**config.mk**
```make
export PLATFORM = sky130hd
export DESIGN_NAME = fifo_stream_reader
export DESIGN_NICKNAME = d
export VERILOG_FILES = /design/src/rtl/fifo_stream_reader.sv
export SDC_FILE = /design/constraint.sdc
export NUM_CORES = 1
export LEC_CHECK = 0
export ABC_AREA = 1
export CAP_MARGIN = 20
export CORE_ASPECT_RATIO = 1.25
export CORE_MARGIN = 2
export CORE_UTILIZATION = 45
export CTS_BUF_LIST = sky130_fd_sc_hd__clkbuf_16
export DETAILED_ROUTE_END_ITERATION = 8
export PLACE_DENSITY = 0.72
export SYNTH_ARGS = -nofsm -noshare
export SYNTH_HDL_FRONTEND = slang
export SYNTH_SLANG_ARGS = --single-unit
```
**constraint.sdc**
```tcl
create_clock -name clk -period 3.3 [get_ports clk]
set_input_delay 0.99 -clock clk [delete_from_list [all_inputs] [get_ports clk]]
set_output_delay 0.99 -clock clk [all_outputs]
set_load 0.03 [all_outputs]
```
**src/rtl/fifo_stream_reader.sv**
```systemverilog
// ============================================================================
// Module   : fifo_stream_reader
// Brief    : Turns a latency-1 FIFO pop/empty port into a valid/ready stream
//            through a 2-entry skid buffer. Define FIFO_READER_COUNT_EN to add
//            the 16-bit delivered-word counter and its m_count port.
// Revision : 1.0 - initial release
// ============================================================================
`default_nettype none

module fifo_stream_reader #(
    parameter int DATA_WIDTH = 8
) (
    input  logic                  clk,
    input  logic                  reset_n,
    input  logic [DATA_WIDTH-1:0] fifo_data,
    input  logic                  fifo_empty,
    output logic                  fifo_req,
    output logic [DATA_WIDTH-1:0] m_data,
    output logic                  m_valid,
    input  logic                  m_ready
`ifdef FIFO_READER_COUNT_EN
    ,
    output logic [15:0]           m_count
`endif
);

    logic [1:0]            r_occ;
    logic                  r_inflight;
    logic                  r_valid;
    logic [DATA_WIDTH-1:0] r_head;
    logic [DATA_WIDTH-1:0] r_tail;

    logic                  w_take;
    logic [1:0]            w_level;
    logic [1:0]            w_keep;
    logic                  w_pop;

    // w_level is both the post-cycle occupancy and the committed-slot count
    // used to gate the next pop; it never exceeds 2 because a pop is only
    // issued when the slot it will land in is already reserved.
    assign w_take   = r_valid & m_ready;
    assign w_level  = r_occ + {1'b0, r_inflight} - {1'b0, w_take};
    assign w_keep   = r_occ - {1'b0, w_take};
    assign w_pop    = reset_n & ~fifo_empty & (w_level < 2'd2);

    assign fifo_req = w_pop;
    assign m_data   = r_head;
    assign m_valid  = r_valid;

    always_ff @(posedge clk) begin
        if (!reset_n) begin
            r_occ      <= 2'd0;
            r_inflight <= 1'b0;
            r_valid    <= 1'b0;
            r_head     <= '0;
            r_tail     <= '0;
        end else begin
            r_inflight <= w_pop;
            r_occ      <= w_level;
            r_valid    <= (w_level != 2'd0);
            if (w_take) begin
                r_head <= r_tail;
            end
            // Arriving word lands behind whatever survives this cycle's take.
            if (r_inflight) begin
                if (w_keep == 2'd0) begin
                    r_head <= fifo_data;
                end else begin
                    r_tail <= fifo_data;
                end
            end
        end
    end

`ifdef FIFO_READER_COUNT_EN
    logic [15:0] r_count;

    always_ff @(posedge clk) begin
        if (!reset_n) begin
            r_count <= 16'd0;
        end else if (w_take) begin
            r_count <= r_count + 16'd1;
        end
    end

    assign m_count = r_count;
`endif

endmodule

`default_nettype wire

```
# After elaboration in Yosys (flattened, before gate mapping)
# Index checks and enable logic that the tools add are counted.
[totals] latchBits=0 inputBits=12 memories=0 romBits=0 word_cells=20 mem_bits_rw=0 register_bits=20
[classes] add_sub_neg=3 mul=0 mux=3 shifts=0 n_eq_ne=0 n_div=0 reduce_logical=3 n_bitwise=5 order_cmp=1
[op_table] cell="$mux 8" count=3
[op_table] cell="$sub 2x1->2" count=2
[op_table] cell="$and 1x1->1" count=3
[op_table] cell="$add 2x1->2" count=1
[op_table] cell="$logic_not 2->1" count=1
[op_table] cell="$lt 2x2->1 const B" count=1
[op_table] cell="$not 1->1" count=2
[op_table] cell="$reduce_and 2->1" count=1
[op_table] cell="$reduce_bool 2->1" count=1

# Depth between registers and ports, before layout
# Gate-level depths: netlist (run 1).
[depth] word_depth=5 ltp_mapped=12 depth_no_buf=10

# Worst setup path before layout (run 1)
# Ideal clock, no wire load.
[synth_path] path_kind="in2out" startpoint="in m_ready" endpoint="out fifo_req" t_arrival_ns=2.560 stages=11 path_slack_ns=-0.250 required_time_ns=2.310 path_cell_list="buf_6 > nand2_4 > buf_6 > nor2_4 > inv_1 > nand2_1 > ha_1 > xor2_1 > nand2_1 > nand2_1 > nor3_1"
[synth_via] elab_chain_len=4
[synth_rtl] element="start, declared" line_no="20" text="input logic m_ready"
[synth_rtl] element="$and 1x1->1" line_no="41" text="assign w_take = r_valid & m_ready;"
[synth_rtl] element="$sub 2x1->2" line_no="42" text="assign w_level = r_occ + {1'b0, r_inflight} - {1'b0, w_take};"
[synth_rtl] element="$lt 2x2->1" line_no="44" text="assign w_pop = reset_n & ~fifo_empty & (w_level < 2'd2);"
[synth_rtl] element="$and 1x1->1" line_no="44"
[synth_rtl] element="end, declared" line_no="17" text="output logic fifo_req,"
# No other way between the ends.

# Final worst setup path (run 1)
# Same ends and word-level chain as after synthesis.

==> metrics, run 1 <==
clk sinks=20; post-synth net total=163; setup ws final=167 ps; final setup violation count=0; Slew HR=64.5%; Req. time, crit path=2310 ps; Setup CP Type=primary input to primary output; filler cell count=219; Initial DRC Count=15; Die ar.=2760 sq um; initial antenna violation count=0; Worst Setup Start Kind=primary input; total power=1.06 mW; pre-CTS WS=-224 ps; Initial Util=47.9%; post-DR wirelength/cell=11.4 um; I/O Pins=22; Finished Layout Cells=202; Clock transition at path regs=50 ps; worst hold-check path type=flip-flop to flip-flop; Final period util=94.9%; Routed WL=2.31 mm; Fin. Hold Viols=0; Syn Inst Count=150; LEAKAGE=0.647 nW; first-pass GRT wire length=3.68 mm; GR Layer Usage met2=28.8%; met3 usage in global routing=3.43%; Crit. End Element=primary output; Max Clock Freq=319 MHz; Post-Syn Area per Cell=7.07 sq um; max cap viols=0; met1 usage=23.0%; die extent in x=47.4 um; Top FF cell, synth=dfxtp_1; dpl cells=198; via/cell ratio=4.96; largest net degree at the start of global routing=19; CTS tree=built; ant diodes=0; Yosys cell types=19; Final Wtd Congestion=0.743; outcome=complete, no violations; largest stage delay on the critical path=180 ps; crit path cell chain=clkbuf_2 -> nand2_4 -> nor2_4 -> inv_2 -> nand2_1 -> ha_2 -> xor2_1 -> nand2_1 -> nand2_2 -> nor3_2 -> buf_4; CP max stage cell=ha_2; GR Overflow Total=0; number of global-route vias before repair=868; yosys warns=0; synthesis-to-layout area growth=27.7%; Rows=19; clock latency at the later pin of the worst-skew pair=250 ps; Final min period=3130 ps; Netlist Area Pre-Place=1060 sq um; #FFs+latches synth=20; power density over the cells=781 nW/um^2; Synth area leaders=dfxtp_1 (38%), nand2_1 (17%), nor2_1 (8.5%); GRT Util Overall=18.5%; Most Used Layer, Global Route=met2; CTS Buf Count=3; Worst Path Arrival=2140 ps; Worst path most repeated cell=nand2_1; core area=2210 sq um; CTS H-Tree Depth=1; via count=1001; VDD IR-drop max=0.000541 V; max-slew violations=0; nets=185; layout cells sized above 1=11.7%; Final Cell Area=1350 sq um; CP Max Fanout=3; most instantiated library cell after synthesis=nand2_1; most common library cells after synthesis=nand2_1 (48), nor2_1 (24), dfxtp_1 (20); Root Buffer=clkbuf_16; Clock Skews=1.51 ps; Die Ht=58.3 um; async set-or-reset flop fraction in the synthesized netlist=0%; DRC=0; IO buf count=21; number of synthesized flops with an enable pin=0; share of the synthesized area in the top cell type=37.8%; post-route ant nets=0; area leader, netlist=dfxtp_1; Min Hold Slack=481 ps; clk buf depth=2; sequential-to-total area share from yosys stat=37.8%; HPWL after detailed placement=1.52 mm; Post-CTS Setup Bufs=0; worst slew pin tran=532 ps; placement-stage cell area=1270 sq um; 1st-pass router iterations=4; RSZ-0062 raised after global routing=false
==> cells in the final DEF, fill, tap and decap left out <==
| master | n |
|---|---|
| buf_4 | 6 |
| nand2_1 | 47 |
| nor2_1 | 24 |
| nand2_4 | 2 |
| ha_2 | 1 |
| clkdlybuf4s50_1 | 19 |
| clkbuf_2 | 1 |
| nor3_1 | 1 |
| inv_2 | 1 |
| dfxtp_1 | 20 |
| inv_1 | 13 |
| clkbuf_16 | 3 |
| clkinv_1 | 1 |
| nand3_2 | 1 |
| nand3b_1 | 8 |
| nand2_2 | 1 |
| nand3_4 | 1 |
| xnor2_1 | 1 |
| xor2_1 | 1 |
| nand4_4 | 1 |
| nor3_2 | 1 |
| a21oi_1 | 8 |
| nand3_1 | 8 |
| nor2_4 | 1 |
==> registers in the layout, summed over array words and instances (netlist names) <==
name,cells
r_inflight,1
m_valid,1
m_data,8
r_tail,8
r_occ,2
==> layer usage <==
metal	vias to the layer above	part of all wire [%]	wire (um)
met1	456	41	949
met2	30	51	1180
met5	-	0	0
met4	0	2.3	53
met3	7	5.4	124
li1	508	-	-
==> worst max-delay path, delay by kind of cell <==
family | cells | cell delay, ps
adder cells (fa/ha/maj) | 1 | 180
XOR/XNOR | 1 | 140
buffers and inverters | 3 | 350
AND/OR/NAND/NOR | 6 | 470
==> final timing paths <==
kind                                start         to  slack, ps  depth (start not counted)
worst max register to register    m_valid    m_valid       1550                         11
worst max-delay path              m_ready   fifo_req        170                         11
worst min register to register  r_tail[7]  r_tail[7]        480                          2
worst min-delay path            r_tail[7]  r_tail[7]        480                          2
==> logic make-up after synthesis <==
group	share of synthesized area, %
AO/OA/AOI/OAI	3.78
buffers and inverters	11.9
AND/OR/NAND/NOR	43.7
XOR/XNOR	1.65
adder cells (fa/ha/maj)	1.18
flip-flops	37.8
==> layout make-up <==
type                       count  area [sq um]  share of cell area [%]
clock buffer                   3          75.1                    5.55
clock inverter                 1          3.75                   0.277
inverter                      14          52.6                    3.88
multi-input combinational    107           543                    40.1
sequential                    20           400                    29.6
tap                           31          38.8                    2.87
timing repair buffer          26           240                    17.7
==> per-stage QoR <==
step	setup TNS, ps	util [%]
finish	0	61.2
detailed placement	-224	57.7
floorplan	0	-
CTS	0	61.3
global placement	-168	57.7
global route	0	61.2
==> power breakdown <==
group	total (mW)	switching [mW]	internal (mW)
Clock	0.253	0.0911	0.162
Sequential	0.362	0.0598	0.302
Combinational	0.443	0.266	0.176
==> repair_timing <==
action                     in CTS  in global routing
cloned                          0                  0
resized for setup               2                  4
setup endpoints to repair       1                  1
hold buffers                    0                  0
pin swaps                       0                  1
(Power assumes the default switching activity.)
==> run 2: changes to the inputs <==
--- a/config.mk
+++ b/config.mk
@@ -9,10 +9,10 @@
 export CAP_MARGIN = 20
 export CORE_ASPECT_RATIO = 1.25
 export CORE_MARGIN = 2
-export CORE_UTILIZATION = 45
+export CORE_UTILIZATION = 49
 export CTS_BUF_LIST = sky130_fd_sc_hd__clkbuf_16
 export DETAILED_ROUTE_END_ITERATION = 8
-export PLACE_DENSITY = 0.72
+export PLACE_DENSITY = 0.77
 export SYNTH_ARGS = -nofsm -noshare
 export SYNTH_HDL_FRONTEND = slang
 export SYNTH_SLANG_ARGS = --single-unit
==> run 2 against run 1 <==
  * Combinational power rose by 9.5%
  * Non-clock buffer count rose by 5
  * First-iteration DRC count rose by 13%
  * Wire length rose by 7.7%
  * Sequential cell count did not move
==> metrics, run 2 (synthesized netlist as in run 1, its figures left out) <==
Final Wtd Congestion=0.764; Clock Skews=3.61 ps; max-slew violations=0; Fin. Hold Viols=0; Final min period=3210 ps; number of global-route vias before repair=941; dpl cells=190; final setup violation count=0; Routed WL=2.49 mm; Rows=18; Initial Util=52.9%; Crit. End Element=primary output; 1st-pass router iterations=4; DRC=0; CTS tree=built; Max Clock Freq=311 MHz; CP Max Fanout=3; Pint=0.656 mW; worst slew pin tran=305 ps; outcome=complete, no violations; die extent in x=45.6 um; commonest non-fill, non-tap cell in the layout=nand2_1; WHS Endpoint=r_tail[0]; first-pass GRT wire length=3.99 mm; via count=1023; Min Hold Slack=481 ps; Clock transition at path regs=50 ps; IO buf count=21; initial antenna violation count=0; Comb pwr share=45.1%; RSZ-0062 raised after global routing=false; post-DR wirelength/cell=12.7 um; HPWL after detailed placement=1.61 mm; layout cells sized above 1=13.1%; setup slack, reg-to-reg=1810 ps; max cap viols=0; clk sinks=20; Net Sw Frac=39.0%; synthesis-to-layout area growth=29.8%; ant diodes=0; power density over the cells=782 nW/um^2; GRT Util Overall=20.9%; VDD IR-drop max=0.000456 V; Clock Power Share=23.1%; Hold Crit Start=r_tail[0]; Die ar.=2550 sq um; Root Buffer=clkbuf_16; clock latency at the later pin of the worst-skew pair=250 ps; core area=2000 sq um; Worst Path Arrival=2220 ps; reg2reg start=m_valid; Min-Delay Path Depth=2; NetSw=0.419 mW; nets=190; Final period util=97.3%; Die Ht=56.0 um; Req. time, crit path=2310 ps; largest net degree at the start of global routing=19; commonest non-fill, non-tap cells in the layout=nand2_1 (48), nor2_1 (24), dfxtp_1 (20), clkdlybuf4s50_1 (19), inv_1 (14); clk buf depth=2; worst hold-check path type=flip-flop to flip-flop; I/O Pins=22; Worst Setup Start Kind=primary input; via/cell ratio=5.22; post-route ant nets=0; Initial DRC Count=17; filler cell count=169; LEAKAGE=0.669 nW; CTS Buf Count=3; GR Overflow Total=0; Setup CP Type=primary input to primary output; Slew HR=79.6%; sequential share of power=31.9%; R2R depth=11; Finished Layout Cells=196; CTS H-Tree Depth=1; reg2reg end=m_valid
==> run 2: cell count changes in the layout (fill, tap and decap cells not counted) <==
cell     delta
buf_4       +5
inv_1       +1
inv_2       -1
nand2_1     +1
nand2_2     -1
==> run 2: worst max-delay path by stage <==
stage | start | slack [ps] | depth (start not counted) | endpoint
2_1_floorplan | m_ready | 3 | 11 | fifo_req
3_3_place_gp | m_ready | -160 | 10 | fifo_req
3_5_place_dp | m_ready | -250 | 11 | fifo_req
4_1_cts | m_ready | 2 | 11 | fifo_req
5_1_grt | m_ready | 20 | 11 | fifo_req
6_report | m_ready | 90 | 11 | fifo_req
==> run 2: timing repair <==
item | in CTS | in global routing
hold buffers | 0 | 0
setup buffers | 0 | 2
endpoints found under the setup margin | 1 | 1
cloned | 0 | 0
gates resized for setup | 2 | 2
pin swaps | 0 | 2
==> run 2: power by group through the flow <==
stage / clock network, mW / logic [mW] / registers [mW]
after floorplan: 0 / 0.300 / 0.395
after global placement: 0 / 0.455 / 0.343
after detailed placement: 0 / 0.473 / 0.347
after CTS: 0.254 / 0.478 / 0.342
after global routing: 0.267 / 0.530 / 0.350
final: 0.248 / 0.485 / 0.343
==> run 2: final cells by class <==
cell class                      count  area (sq um)  share of cell area (%)
Clock inverter                      1          3.75                   0.273
Clock buffer                        3          75.1                    5.46
Sequential cell                    20           400                    29.1
Tap cell                           20          25.0                    1.82
Multi-Input combinational cell    107           541                    39.3
Timing Repair Buffer               31           278                    20.2
Inverter                           14          52.6                    3.82
==> run 2: critical path, cell delays in order <==
cell,delay (ps)
clkbuf_2,110
nand2_4,90
nor2_4,30
inv_1,70
nand2_1,60
ha_2,190
xor2_1,150
nand2_1,70
nand2_1,70
nor3_2,190
buf_4,180
==> run 2: layer usage <==
metal  up-vias  share of wire, %  track usage (%)
li1        513                 -                -
met1       480                41             23.9
met2        24                54             37.0
met3         6               3.2             2.92
met4         0               1.9             7.56
met5         -                 0                0
==> run 2: metrics by stage <==
step                      TNS, ps  worst slack [ps]  total power, mW  util (%)  area, sq um
after CTS                       0              1.81             1.07      68.0         1360
after global placement       -156              -156            0.798      64.0         1280
final                           0              88.6             1.08      68.6         1380
after detailed placement     -250              -250            0.819      64.0         1280
after global routing            0              20.1             1.15      68.6         1380
after floorplan                 0              3.01            0.696         -         1060
